$ cat config.mk
export PLATFORM = sky130hd
export DESIGN_NAME = zbus_io_initiator_flat
export DESIGN_NICKNAME = d
export VERILOG_FILES = /design/src/rtl/zbus_pkg.sv /design/src/rtl/zbus_io_initiator_if.sv /design/src/rtl/zbus_sync.sv /design/src/rtl/zbus_io_initiator.sv /design/src/flat_wrapper.sv
export SDC_FILE = /design/constraint.sdc
export NUM_CORES = 1
export LEC_CHECK = 0
export ABC_AREA = 1
export BUFFER_PORTS_ARGS = -buffer_cell sky130_fd_sc_hd__buf_2
export CAP_MARGIN = 20
export CORE_MARGIN = 2
export CORE_UTILIZATION = 42
export CTS_BUF_LIST = sky130_fd_sc_hd__clkbuf_4 sky130_fd_sc_hd__clkbuf_8 sky130_fd_sc_hd__clkbuf_16
export DETAILED_ROUTE_END_ITERATION = 10
export GPL_TIMING_DRIVEN = 0
export PLACE_DENSITY = 0.68
export SLEW_MARGIN = 20
export SYNTH_ARGS = -nofsm -noshare
export SYNTH_HDL_FRONTEND = slang
export SYNTH_SLANG_ARGS = --single-unit
$ cat constraint.sdc
create_clock -name clk -period 3.5 [get_ports clk]
set_clock_uncertainty 0.2 [all_clocks]
set_input_delay 0.35 -clock clk [delete_from_list [all_inputs] [get_ports clk]]
set_output_delay 0.35 -clock clk [all_outputs]
set_load 0.01 [all_outputs]
$ cat src/rtl/zbus_pkg.sv
// Shared definitions for the Z80 I/O initiator: FSM encoding, idle bus value,
// settle-counter width and the bus-condition helper.
package zbus_pkg;

  typedef enum logic [1:0] {
    ST_IDLE   = 2'd0,
    ST_DECODE = 2'd1,
    ST_STROBE = 2'd2,
    ST_HOLD   = 2'd3
  } state_e;

  localparam logic [7:0] BUS_IDLE_DATA = 8'hFF;
  localparam int         SETTLE_W      = 4;

  // INTA (IORQ and M1 both low) is excluded; exactly one of RD/WR must be low.
  function automatic logic io_valid(input logic iorq_s, input logic rd_s,
                                    input logic wr_s, input logic m1_s);
    return (!iorq_s) && m1_s && (rd_s ^ wr_s);
  endfunction

endpackage

$ cat src/rtl/zbus_io_initiator_if.sv
// Port-side interface between the Z80 I/O initiator and the TSXB port decoder.
interface zbus_io_initiator_if;
  logic [15:0] addr;
  logic [7:0]  data_out;
  logic [7:0]  data_in;
  logic        rnw;
  logic        port_en;
  logic        port_req;

  modport master (output addr, output data_out, output rnw, output port_req,
                  input data_in, input port_en);
  modport slave  (input addr, input data_out, input rnw, input port_req,
                  output data_in, output port_en);
endinterface

$ cat src/rtl/zbus_sync.sv
// Multi-stage synchroniser for an active-low asynchronous control; idles high.
module zbus_sync #(
  parameter int STAGES = 2
) (
  input  logic clk,
  input  logic rst_n,
  input  logic d_i,
  output logic q_o
);

  logic [STAGES-1:0] sync_q;

  // Shift chain; reset to the inactive (high) level.
  always_ff @(posedge clk) begin
    if (!rst_n) begin
      sync_q <= {STAGES{1'b1}};
    end else begin
      sync_q <= {sync_q[STAGES-2:0], d_i};
    end
  end

  assign q_o = sync_q[STAGES-1];

endmodule

$ cat src/rtl/zbus_io_initiator.sv
// Z80 I/O bus front end: synchronises and settles bus cycles, captures
// address/data, queries the decoder and strobes port_req once per claimed cycle.
module zbus_io_initiator
  import zbus_pkg::*;
#(
  parameter int SYNC_STAGES = 2,
  parameter int SETTLE      = 2
) (
  input  logic                 clk,
  input  logic                 rst_n,
  input  logic [15:0]          z_a,
  input  logic [7:0]           z_d_in,
  output logic [7:0]           z_d_out,
  output logic                 z_d_oe,
  input  logic                 z_iorq_n,
  input  logic                 z_rd_n,
  input  logic                 z_wr_n,
  input  logic                 z_m1_n,
  zbus_io_initiator_if.master  port_if,
  output logic                 busy
);

  localparam int                FLUSH_W  = $clog2(SYNC_STAGES + 1);
  localparam logic [SETTLE_W-1:0] SETTLE_C = SETTLE_W'(SETTLE);
  localparam logic [FLUSH_W-1:0]  FLUSH_C  = FLUSH_W'(SYNC_STAGES);

  logic iorq_s, rd_s, wr_s, m1_s;
  logic valid_s, flush_done_s;

  state_e              state_q, state_d;
  logic [SETTLE_W-1:0] cnt_q, cnt_d;
  logic [FLUSH_W-1:0]  flush_q, flush_d;
  logic                armed_q, armed_d;
  logic                dir_q, dir_d;
  logic [15:0]         addr_q, addr_d;
  logic [7:0]          data_out_q, data_out_d;
  logic                rnw_q, rnw_d;
  logic                port_req_q, port_req_d;
  logic [7:0]          z_d_out_q, z_d_out_d;
  logic                z_d_oe_q, z_d_oe_d;
  logic                busy_q, busy_d;

  zbus_sync #(.STAGES(SYNC_STAGES)) u_sync_iorq (.clk(clk), .rst_n(rst_n), .d_i(z_iorq_n), .q_o(iorq_s));
  zbus_sync #(.STAGES(SYNC_STAGES)) u_sync_rd   (.clk(clk), .rst_n(rst_n), .d_i(z_rd_n),   .q_o(rd_s));
  zbus_sync #(.STAGES(SYNC_STAGES)) u_sync_wr   (.clk(clk), .rst_n(rst_n), .d_i(z_wr_n),   .q_o(wr_s));
  zbus_sync #(.STAGES(SYNC_STAGES)) u_sync_m1   (.clk(clk), .rst_n(rst_n), .d_i(z_m1_n),   .q_o(m1_s));

  assign valid_s = io_valid(iorq_s, rd_s, wr_s, m1_s);
  // The synchroniser outputs read 1 straight after reset; arming waits until
  // the chain holds real samples so a cycle already in flight is not seen as idle.
  assign flush_done_s = (flush_q == FLUSH_C);

  // Next-state and registered-output logic for the bus-cycle FSM.
  always_comb begin
    state_d    = state_q;
    cnt_d      = cnt_q;
    addr_d     = addr_q;
    data_out_d = data_out_q;
    rnw_d      = rnw_q;
    port_req_d = 1'b0;
    z_d_out_d  = z_d_out_q;
    z_d_oe_d   = z_d_oe_q;
    busy_d     = busy_q;
    dir_d      = rd_s;
    armed_d    = armed_q | (iorq_s & flush_done_s);
    flush_d    = flush_done_s ? flush_q : (flush_q + FLUSH_W'(1));

    case (state_q)
      ST_IDLE: begin
        if (valid_s && armed_q && ((cnt_q == '0) || (rd_s == dir_q))) begin
          if (cnt_q == SETTLE_C) begin
            addr_d  = z_a;
            rnw_d   = !rd_s;
            if (rd_s) begin
              data_out_d = z_d_in;
            end else begin
              data_out_d = data_out_q;
            end
            cnt_d   = '0;
            busy_d  = 1'b1;
            state_d = ST_DECODE;
          end else begin
            cnt_d = cnt_q + SETTLE_W'(1);
          end
        end else begin
          cnt_d = '0;
        end
      end
      ST_DECODE: begin
        if (port_if.port_en) begin
          port_req_d = 1'b1;
          state_d    = ST_STROBE;
        end else begin
          state_d = ST_HOLD;
        end
      end
      ST_STROBE: begin
        if (rnw_q) begin
          z_d_out_d = port_if.data_in;
          z_d_oe_d  = 1'b1;
        end else begin
          z_d_oe_d = 1'b0;
        end
        state_d = ST_HOLD;
      end
      ST_HOLD: begin
        if (iorq_s || (rd_s && wr_s)) begin
          z_d_oe_d = 1'b0;
          busy_d   = 1'b0;
          state_d  = ST_IDLE;
        end else begin
          state_d = ST_HOLD;
        end
      end
      default: begin
        state_d = ST_IDLE;
      end
    endcase
  end

  // State and output registers with synchronous active-low reset.
  always_ff @(posedge clk) begin
    if (!rst_n) begin
      state_q    <= ST_IDLE;
      cnt_q      <= '0;
      flush_q    <= '0;
      armed_q    <= 1'b0;
      dir_q      <= 1'b1;
      addr_q     <= 16'h0000;
      data_out_q <= BUS_IDLE_DATA;
      rnw_q      <= 1'b1;
      port_req_q <= 1'b0;
      z_d_out_q  <= BUS_IDLE_DATA;
      z_d_oe_q   <= 1'b0;
      busy_q     <= 1'b0;
    end else begin
      state_q    <= state_d;
      cnt_q      <= cnt_d;
      flush_q    <= flush_d;
      armed_q    <= armed_d;
      dir_q      <= dir_d;
      addr_q     <= addr_d;
      data_out_q <= data_out_d;
      rnw_q      <= rnw_d;
      port_req_q <= port_req_d;
      z_d_out_q  <= z_d_out_d;
      z_d_oe_q   <= z_d_oe_d;
      busy_q     <= busy_d;
    end
  end

  assign port_if.addr     = addr_q;
  assign port_if.data_out = data_out_q;
  assign port_if.rnw      = rnw_q;
  assign port_if.port_req = port_req_q;
  assign z_d_out          = z_d_out_q;
  assign z_d_oe           = z_d_oe_q;
  assign busy             = busy_q;

endmodule

$ cat src/flat_wrapper.sv
// flat-port wrapper written by rule: the top's interface ports become plain ports
module zbus_io_initiator_flat import zbus_pkg::*;
#(
  parameter int SYNC_STAGES = 2,
  parameter int SETTLE      = 2
)
  (clk, rst_n, z_a, z_d_in, z_d_out, z_d_oe, z_iorq_n, z_rd_n, z_wr_n, z_m1_n, busy, port_if_addr, port_if_data_out, port_if_rnw, port_if_port_req, port_if_data_in, port_if_port_en);
  zbus_io_initiator_if port_if_i ();
  input  logic clk;
  input  logic rst_n;
  input  logic [15:0] z_a;
  input  logic [7:0] z_d_in;
  output logic [7:0] z_d_out;
  output logic z_d_oe;
  input  logic z_iorq_n;
  input  logic z_rd_n;
  input  logic z_wr_n;
  input  logic z_m1_n;
  output logic busy;
  output wire logic [$bits(port_if_i.addr)-1:0] port_if_addr;
  output wire logic [$bits(port_if_i.data_out)-1:0] port_if_data_out;
  output wire logic [$bits(port_if_i.rnw)-1:0] port_if_rnw;
  output wire logic [$bits(port_if_i.port_req)-1:0] port_if_port_req;
  input wire logic [$bits(port_if_i.data_in)-1:0] port_if_data_in;
  input wire logic [$bits(port_if_i.port_en)-1:0] port_if_port_en;
  assign port_if_addr = port_if_i.addr;
  assign port_if_data_out = port_if_i.data_out;
  assign port_if_rnw = port_if_i.rnw;
  assign port_if_port_req = port_if_i.port_req;
  assign port_if_i.data_in = port_if_data_in;
  assign port_if_i.port_en = port_if_port_en;
  zbus_io_initiator #(.SYNC_STAGES(SYNC_STAGES), .SETTLE(SETTLE)) u_core (.clk(clk), .rst_n(rst_n), .z_a(z_a), .z_d_in(z_d_in), .z_d_out(z_d_out), .z_d_oe(z_d_oe), .z_iorq_n(z_iorq_n), .z_rd_n(z_rd_n), .z_wr_n(z_wr_n), .z_m1_n(z_m1_n), .port_if(port_if_i), .busy(busy));
endmodule
Yosys cells after proc, flatten, opt, wreduce, memory -nomap -nowiden
Index checks and enable logic that the tools add are counted.
Widths: inputs -> output; s select.

operators by class
  $add $sub $neg = 2
  $mul = 0
  div/mod/pow operators = 0
  magnitude comparators = 0
  equality and inequality tests = 9
  shift operators = 0
  mux-type cells = 14
  bitwise operators = 3
  reductions and logical operators = 20

operator list
  cell                 number
  $mux 4               2
  $pmux 2 s4           1
  $reduce_and 2->1     4
  $reduce_and 4->1     2
  $eq 2x2->1 const B   3
  $mux 1               6
  $mux 2               3
  $ne 2x1->1 const B   3
  $logic_and 1x1->1    5
  $add 4x1->4 const B  1
  $eq 4x2->1 const B   1
  $logic_not 4->1      1
  $pmux 1 s2           2
  $reduce_bool 2->1    2
  $reduce_and 3->1     1
  $add 2x1->2 const B  1
  $eq 2x1->1 const B   1
  $logic_not 1->1      2
  $logic_not 2->1      1
  $logic_or 1x1->1     2
  $and 1x1->1          1
  $eq 1x1->1           1
  $or 1x1->1           1
  $xor 1x1->1          1

word-level totals
  flip-flop bits (word level) = 54
  latch bits = 0
  RAM bits = 0
  bits in read-only memories = 0
  input bits = 39
  word-level logic and storage cells = 64
  memories kept = 0

Depth between registers and ports, before layout
Gate-level depths: netlist of run 1.

  word-level depth = 7
  depth in mapped cells = 8

Modules after synthesis
Synthesis of run 1 repeated with hierarchy kept, for this count alone.

second synthesis, totals
  cells, all modules = 284
  area total of the unflattened synthesis = 2,140.8 µm²

by module, submodules not included
  module             instances  cells each  area an instance (µm²)  sequential area each (µm²)
  zbus_io_initiator  1          260         1,920.6                 920.9
  zbus_sync          4          6           55.1                    40.0

Worst setup path before layout of run 1
No wires, ideal clock.

  path kind = register -> register
  from = reg u_core.u_sync_rd.sync_q[1]
  to = reg u_core.addr_q[6], in the netlist u_core.port_if.addr[6]
  arrival = 1.264 ns
  required time = 3.168 ns
  setup slack = 1.904 ns
  stages on the path, launching flop included = 8
  buffers on the path = 1
  clock period less this slack = 1.596 ns
  cell sequence = dfxtp_1 -> ha_1 -> nand2_1 -> nor2_4 -> nand3_4 -> buf_6 -> nand2_1 -> a21oi_1

between the ends
  cells in the longest elaborated chain, start to end = 5
  elaborated cells between the ends (all ways) = 7

RTL lines
  what                            line                      RTL
  start: declaration              zbus_sync.sv:11           logic [STAGES-1:0] sync_q;
  start signal: assignment        zbus_sync.sv:16           sync_q <= {STAGES{1'b1}};
  start signal: assignment        zbus_sync.sv:18           sync_q <= {sync_q[STAGES-2:0], d_i};
  $xor 1x1->1                     zbus_pkg.sv:18            return (!iorq_s) && m1_s && (rd_s ^ wr_s);
  $logic_and 1x1->1               zbus_pkg.sv:18
  $logic_and 1x1->1               zbus_io_initiator.sv:70   if (valid_s && armed_q && ((cnt_q == '0) || (rd_s == dir_q))) begin
  $logic_and 1x1->1 (*)           zbus_io_initiator.sv:70
  $reduce_and 3->1 (no line) (*)  --
  end signal: assignment          zbus_io_initiator.sv:142  addr_q <= addr_d;
  end: declaration                zbus_io_initiator.sv:35   logic [15:0] addr_q, addr_d;

Mark *: on every way between the ends. The rest lies on a longest branch, timed or not.
A chain may end at the register's enable or synchronous reset.

Final worst setup path of run 1
  from = reg u_core.u_sync_rd.sync_q[1]
  to = reg u_core.data_out_q[1], in the netlist u_core.port_if.data_out[1]

between the ends
  cells in the longest elaborated chain, start to end = 5
  elaborated cells between the ends (all ways) = 7

RTL lines
  what                             line                      RTL
  $xor 1x1->1                      zbus_pkg.sv:18
  $logic_and 1x1->1                zbus_pkg.sv:18
  $logic_and 1x1->1 (2 in series)  zbus_io_initiator.sv:70
  $reduce_and 4->1 (no line) (*)   --
  end signal: assignment           zbus_io_initiator.sv:143  data_out_q <= data_out_d;
  end: declaration                 zbus_io_initiator.sv:36   logic [7:0] data_out_q, data_out_d;

Marks and branches as above.

==> summary.md, run 1 <==
| Metric | Value |
|---|---|
| Max_cap viols | `0` |
| Initial antenna violation count | `0` |
| Cells after synthesis | `248` |
| Final hold violations | `0` |
| Leak | `1.23 nW` |
| Clock root buffer | `clkbuf_8` |
| P&R area growth vs syn | `25.7%` |
| Largest net degree at the start of global routing | `16` |
| Pins Over Slew Limit | `0` |
| CTS sink cnt | `54` |
| Max stage delay cell, worst path | `dfxtp_1` |
| Status | `finished, final reports clean` |
| Post-route minimum period | `1.79 ns` |
| Final setup vio count | `0` |
| Die ar. | `5680 µm²` |
| Placed cell areas | `2590 µm²` |
| Startpoint types | `flop` |
| Unrepaired setup endpoints after global routing | `false` |
| Seq cells post-synth | `between 50 and 60` |
| Setup TNS | `0 ns` |
| Dpl hpwl | `between 3000 and 4000 µm` |
| Hold slack final | `0.0290 ns` |
| H-tree depth | `2` |
| Final Cycle Share | `51.1%` |
| Fmax | `0.559 GHz` |
| Vias in the first global route | `around 1600` |
| Critical path fanouts, max | `10` |
| Fraction of layout cells with a size suffix above 1 | `33.6%` |
| DIE HEIGHT | `75.4 µm` |
| Site row count | `25` |
| Wirelength per Cell | `around 12 µm` |
| Rel. slew slack | `65.7%` |
| Routed vias/inst | `4.77` |
| # hold bufs at CTS | `0` |
| Synthesized area | `2140 µm²` |
| Residual DRC count | `0` |
| IO Port Bufs | `74` |
| Kind of critical path | `reg2reg` |
| DIE WIDTH | `75.4 µm` |
| Num ports | `75` |
| Antenna Nets Post-Route | `0` |
| Critical path arrival | `1.76 ns` |
| Post-synthesis sequential area ratio | `between 50% and 60%` |
| First-pass GRT wire length | `between 6000 and 7000 µm` |
| Number of DRC markers in iteration 0 | `63` |
| Cts bufs inserted | `5` |
| CTS tree | `yes` |
| Post-Syn Nets | `292` |
| Total global-route track usage | `around 16%` |
| Max VDD drop | `0.242 mV` |
| CP Cell Sequence | `ha_1 > nand2_1 > nor2_4 > nand4_2 > nand2_1 > nand3_1` |
| Required time of the critical path | `3.47 ns` |
| Final core utilization | `55.8%` |
| YS warnings | `0` |
| Final nets | `~370` |
| Final cell count without fillers | `397` |
| Initial Utilization | `44.4%` |
| PostCTS Resize Cnt | `0` |
| Worst-margin pin slew | `0.514 ns` |
| Final instance area | `2690 µm²` |
| Post-CTS setup buffer count | `0` |
| Total grt overflow | `0` |
| Deepest clock path buffer count | `2` |
| Total number of vias | `between 1500 and 2000` |
| Library cells used by synthesis | `24` |
| Final RePlAce weighted congestion | `0.837` |
| Clk_lat worst skew | `~0.3 ns` |
| Worst-path clk slew | `0.09 ns` |
| Routed WL | `between 4000 and 5000 µm` |
| Worst Hold Class | `in2reg` |
| PD cells | `430 nW/µm²` |
| Most used cell, CP | `nand2_1` |
| Crit. End Element | `flop` |
| Syn avg cell area | `~8.6 µm²` |
| Slowest stage delay, CP | `0.35 ns` |
| Core Area | `4820 µm²` |
| Drt first pass iters | `4` |
| Cells after DPL | `389` |
| Antenna cell count | `0` |
==> metal layers <==
layer,share of wire [%],track usage (%),wire length (µm)
met3,7.3,4.37,334
met2,44,26.5,2000
met5,0,0,0
met1,48,20.0,2190
met4,1.4,6.43,62
==> critical path: cells and delay by family (launching register included) <==
family / cells / cell delay [ns]
AND/OR/NAND/NOR: 5 / 0.81
flip-flops: 1 / 0.35
adder cells (fa/ha/maj): 1 / 0.31
==> cells in the mapped netlist <==
cell type  count  area share [%]
clkbuf_1       5            0.88
buf_6          3             1.6
nand4_1       18             5.3
nor3_1         2            0.47
nor2_1         9             1.6
inv_2          3            0.53
buf_4          1            0.35
dfxtp_1       54              51
xor2_1         1            0.41
nand3_1       32             7.5
nor2_8         1            0.94
or2_2          8             2.3
ha_1           5             2.9
nand2_2        2            0.58
o211ai_1       1            0.35
nor2_4         4             2.1
a21oi_1       24             5.6
o21ai_0        3            0.70
inv_1         10             1.8
nand3_2        1            0.47
nand2_1       55             9.6
nand2_4        4             2.1
nand4_2        1            0.58
nand3_4        1            0.82
==> placed cells by master, fill, tap and decap left out, types with 3 or more instances in the layout <==
master / instances
or2_2: 8
buf_2: 74
clkbuf_1: 5
dfxtp_1: 54
ha_1: 5
clkbuf_8: 6
buf_6: 3
nand2_1: 55
inv_1: 10
o21ai_0: 3
nor2_1: 9
nor2_4: 4
nand3_1: 32
nand4_1: 18
inv_2: 3
a21oi_1: 24
nand2_4: 4
==> where the power goes <==
part	internal (mW)	total [mW]	switching (mW)
Clock	0.168	0.360	0.192
Sequential	0.644	0.658	0.0145
Combinational	0.0550	0.139	0.0842
==> kinds of logic after synthesis <==
kind of cell	Yosys count	share of synthesized area, %
AOI/OAI and AO/OA	28	6.67
DFF	54	50.5
xor gates and xnor gates	1	0.409
adders and majority gates	5	2.92
buffers and inverters	22	5.09
and+or+nand+nor	138	34.4
==> state kept, by name (all words and copies together), names as in the netlist, 2 cells and up <==
| name | count |
|---|---|
| u_core.u_sync_wr.sync_q | 2 |
| u_core.u_sync_rd.sync_q | 2 |
| u_core.state_q | 2 |
| u_core.flush_q | 2 |
| u_core.u_sync_iorq.sync_q | 2 |
| u_core.z_d_out | 8 |
| u_core.cnt_q | 4 |
| u_core.u_sync_m1.sync_q | 2 |
| u_core.port_if.data_out | 8 |
| u_core.port_if.addr | 16 |
==> path summary, 6_finish.rpt <==
check / start / end / slack, ns / depth (start not counted)
hold reg to reg: u_core.u_sync_m1.sync_q[0] / u_core.u_sync_m1.sync_q[1] / 0.22 / 1
hold / removal: z_m1_n / u_core.u_sync_m1.sync_q[0] / 0.03 / 2
setup reg to reg: u_core.u_sync_rd.sync_q[1] / u_core.port_if.data_out[1] / 1.71 / 6
setup / recovery: u_core.u_sync_rd.sync_q[1] / u_core.port_if.data_out[1] / 1.71 / 6
==> cell type report <==
type / instances / area (µm²)
Buffer: 9 / 60.1
Clock inverter: 1 / 5.00
Inverter: 13 / 48.8
Clock buffer: 7 / 90.1
Multi-Input combinational cell: 172 / 950
Timing Repair Buffer: 74 / 370
Sequential cell: 54 / 1080
Tap cell: 67 / 83.8
Fill cell: 487 / 2130
==> metrics by stage <==
step,setup WS (ns),total power [mW]
6_report,1.71,1.16
3_5_place_dp,1.70,0.811
5_1_grt,1.50,1.21
3_3_place_gp,1.71,0.809
2_1_floorplan,1.90,0.760
4_1_cts,1.68,1.17
Power figures use the tool's default switching activity.
==> inputs of run 2 (changes only) <==
==> constraint.sdc (replaced) <==
create_clock -name clk -period 1.7 [get_ports clk]
set_clock_uncertainty 0.2 [all_clocks]
set_input_delay 0.17 -clock clk [delete_from_list [all_inputs] [get_ports clk]]
set_output_delay 0.17 -clock clk [all_outputs]
set_load 0.01 [all_outputs]
==> summary.md, run 2 (synthesis results as in run 1) <==
| Metric | Value |
|---|---|
| Most common cell after layout, fill and taps aside | `buf_2` |
| Status | `finished, final reports clean` |
| Number of DRC markers in iteration 0 | `77 (+22%)` |
| Sequential Power Share | `54.6% (-2.3 points)` |
| Final nets | `421 (+13%)` |
| Antenna Nets Post-Route | `0 (unchanged)` |
| Max_cap viols | `0 (unchanged)` |
| P&R area growth vs syn | `50.4%` |
| Global route hottest layer | `met2` |
| Fraction of layout cells with a size suffix above 1 | `35.7% (+2.1 points)` |
| Global-route met2 utilization | `34.4% (+7.9 points)` |
| Final core utilization | `66.8% (+11 points)` |
| Residual DRC count | `0 (unchanged)` |
| Total global-route track usage | `18.7% (+2.7 points)` |
| Largest net degree at the start of global routing | `16 (unchanged)` |
| Post-route minimum period | `1.62 ns (-0.169 ns)` |
| Startpoint types | `flop` |
| Register area | `1080 µm² (+0.35%)` |
| Antenna cell count | `0 (unchanged)` |
| Power, Total | `2.48 mW (+110%)` |
| Leak | `1.43 nW (+16%)` |
| Initial Utilization | `44.4% (unchanged)` |
| Final worst slack | `0.0790 ns (-1.63 ns)` |
| Max VDD drop | `0.482 mV (+99%)` |
| Placed cell areas | `2590 µm² (unchanged)` |
| CTS tree | `yes` |
| Wirelength per Cell | `12.3 µm (+6.0%)` |
| Pre-CTS setup slack | `-0.0992 ns (-1.80 ns)` |
| Fmax | `0.617 GHz (+10%)` |
| Final cell count without fillers | `445 (+12%)` |
| Internal | `1.86 mW (+110%)` |
| Clk_lat worst skew | `0.30 ns (about the same)` |
| First-pass GRT wire length | `8160 µm (+17%)` |
| Drt first pass iters | `4 (unchanged)` |
| Worst-path clk slew | `0.09 ns (about the same)` |
| Vias in the first global route | `1960 (+20%)` |
| Kind of critical path | `reg2reg` |
| Num ports | `75 (unchanged)` |
| Pins Over Slew Limit | `0 (unchanged)` |
| Routed WL | `5450 µm (+19%)` |
| Dpl hpwl | `3360 µm (unchanged)` |
| Max stage delay cell, worst path | `dfxtp_2` |
| Cts bufs inserted | `5 (unchanged)` |
| DIE WIDTH | `75.4 µm (unchanged)` |
| Worst Hold Class | `reg2reg` |
| Worst-margin pin slew | `0.523 ns (+0.00850 ns)` |
| CTS sink cnt | `54 (unchanged)` |
| Crit. End Element | `flop` |
| DIE HEIGHT | `75.4 µm (unchanged)` |
| Rel. slew slack | `65.1% (-0.57 points)` |
| Core Area | `4820 µm² (unchanged)` |
| Switching power | `0.625 mW (+120%)` |
| Initial antenna violation count | `0 (unchanged)` |
| Setup TNS | `0 ns (unchanged)` |
| Max reg flops | `16 (unchanged)` |
| CP Cell Sequence | `ha_4 > nand2_2 > nor2_4 > buf_12 > nand4_4 > nand2_1 > nand3_1` |
| Total number of vias | `2144 (+13%)` |
| Clock share of power | `29.9% (-1.2 points)` |
| Total grt overflow | `0 (unchanged)` |
| PD cells | `772 nW/µm² (+79%)` |
| Critical path arrival | `1.59 ns (-0.17 ns)` |
| IO Port Bufs | `74 (unchanged)` |
| Slowest stage delay, CP | `0.34 ns (about the same)` |
| Filler cells | `417 (-14%)` |
| Final hold violations | `0 (unchanged)` |
| Final RePlAce weighted congestion | `0.837 (unchanged)` |
| Switching Share | `25.2% (+0.049 points)` |
| Critical path fanouts, max | `8 (-2)` |
| Deepest clock path buffer count | `2 (unchanged)` |
| H-tree depth | `2 (unchanged)` |
| Commonest cells after routing, fill and taps aside | `74 x buf_2, 53 x nand2_1, 51 x dfxtp_1` |
| Met1 usage | `21.1% (+1.2 points)` |
| Required time of the critical path | `1.67 ns (-1.80 ns)` |
| Clock root buffer | `clkbuf_8` |
| Multi-input logic area | `1010 µm² (+6.7%)` |
| Final instance area | `3220 µm² (+20%)` |
| Hold slack final | `0.221 ns (+0.192 ns)` |
| Routed vias/inst | `4.82 (+1.0%)` |
| Final Cycle Share | `95.4% (+44 points)` |
| Logic pwr share | `15.5% (+3.5 points)` |
| Met3 track demand over resource | `4.23% (-0.13 points)` |
| Die ar. | `5680 µm² (unchanged)` |
| Reg2Reg Setup Slack | `0.08 ns (-1.63 ns)` |
| Cells after DPL | `389 (unchanged)` |
| Site row count | `25 (unchanged)` |
| Final setup vio count | `0 (unchanged)` |
==> run 2: worst paths after layout <==
kind | cells past startpoint | start | to
setup / recovery | 7 | u_core.u_sync_rd.sync_q[1] | u_core.port_if.data_out[2]
hold / removal | 1 | u_core.u_sync_rd.sync_q[0] | u_core.u_sync_rd.sync_q[1]
setup reg to reg | 7 | u_core.u_sync_rd.sync_q[1] | u_core.port_if.data_out[2]
hold reg to reg | 1 | u_core.u_sync_rd.sync_q[0] | u_core.u_sync_rd.sync_q[1]
==> run 2: worst max-delay path, delay by kind of cell (launching register included) <==
family / cells / cell delay, ns
buffers and inverters: 1 / 0.13
and+or+nand+nor: 5 / 0.55
adders and majority gates: 1 / 0.27
DFF: 1 / 0.34
==> run 2: final cells by class <==
type / count / area share (%)
multi-input combinational: 173 / 31.5
timing repair buffer: 121 / 25.8
sequential: 54 / 33.7
clock inverter: 1 / 0.156
clock buffer: 7 / 2.80
buffer: 9 / 1.87
tap: 67 / 2.61
inverter: 13 / 1.52
==> run 2: power by group through the flow <==
stage                     sequential (mW)  combinational [mW]  clock, mW
after floorplan                      1.39               0.175          0
after global placement               1.38               0.283          0
after detailed placement             1.38               0.287          0
after CTS                            1.35               0.360      0.768
after global routing                 1.36               0.433      0.802
final                                1.36               0.385      0.741
==> run 2: what timing repair did <==
| action | CTS | global route |
|---|---|---|
| pin swaps | 3 | 6 |
| setup buffers | 4 | 5 |
| hold buffers | 38 | 0 |
| gates cloned | 1 | 0 |
| endpoints found under the setup margin | 21 | 31 |
| resized for setup | 4 | 13 |
| endpoints found under the hold margin | 38 | 0 |
==> run 2: routing by layer <==
metal,vias up,wire (µm)
met5,-,0
met4,0,64
met3,7,335
met2,78,2630
met1,966,2420
li1,1093,-
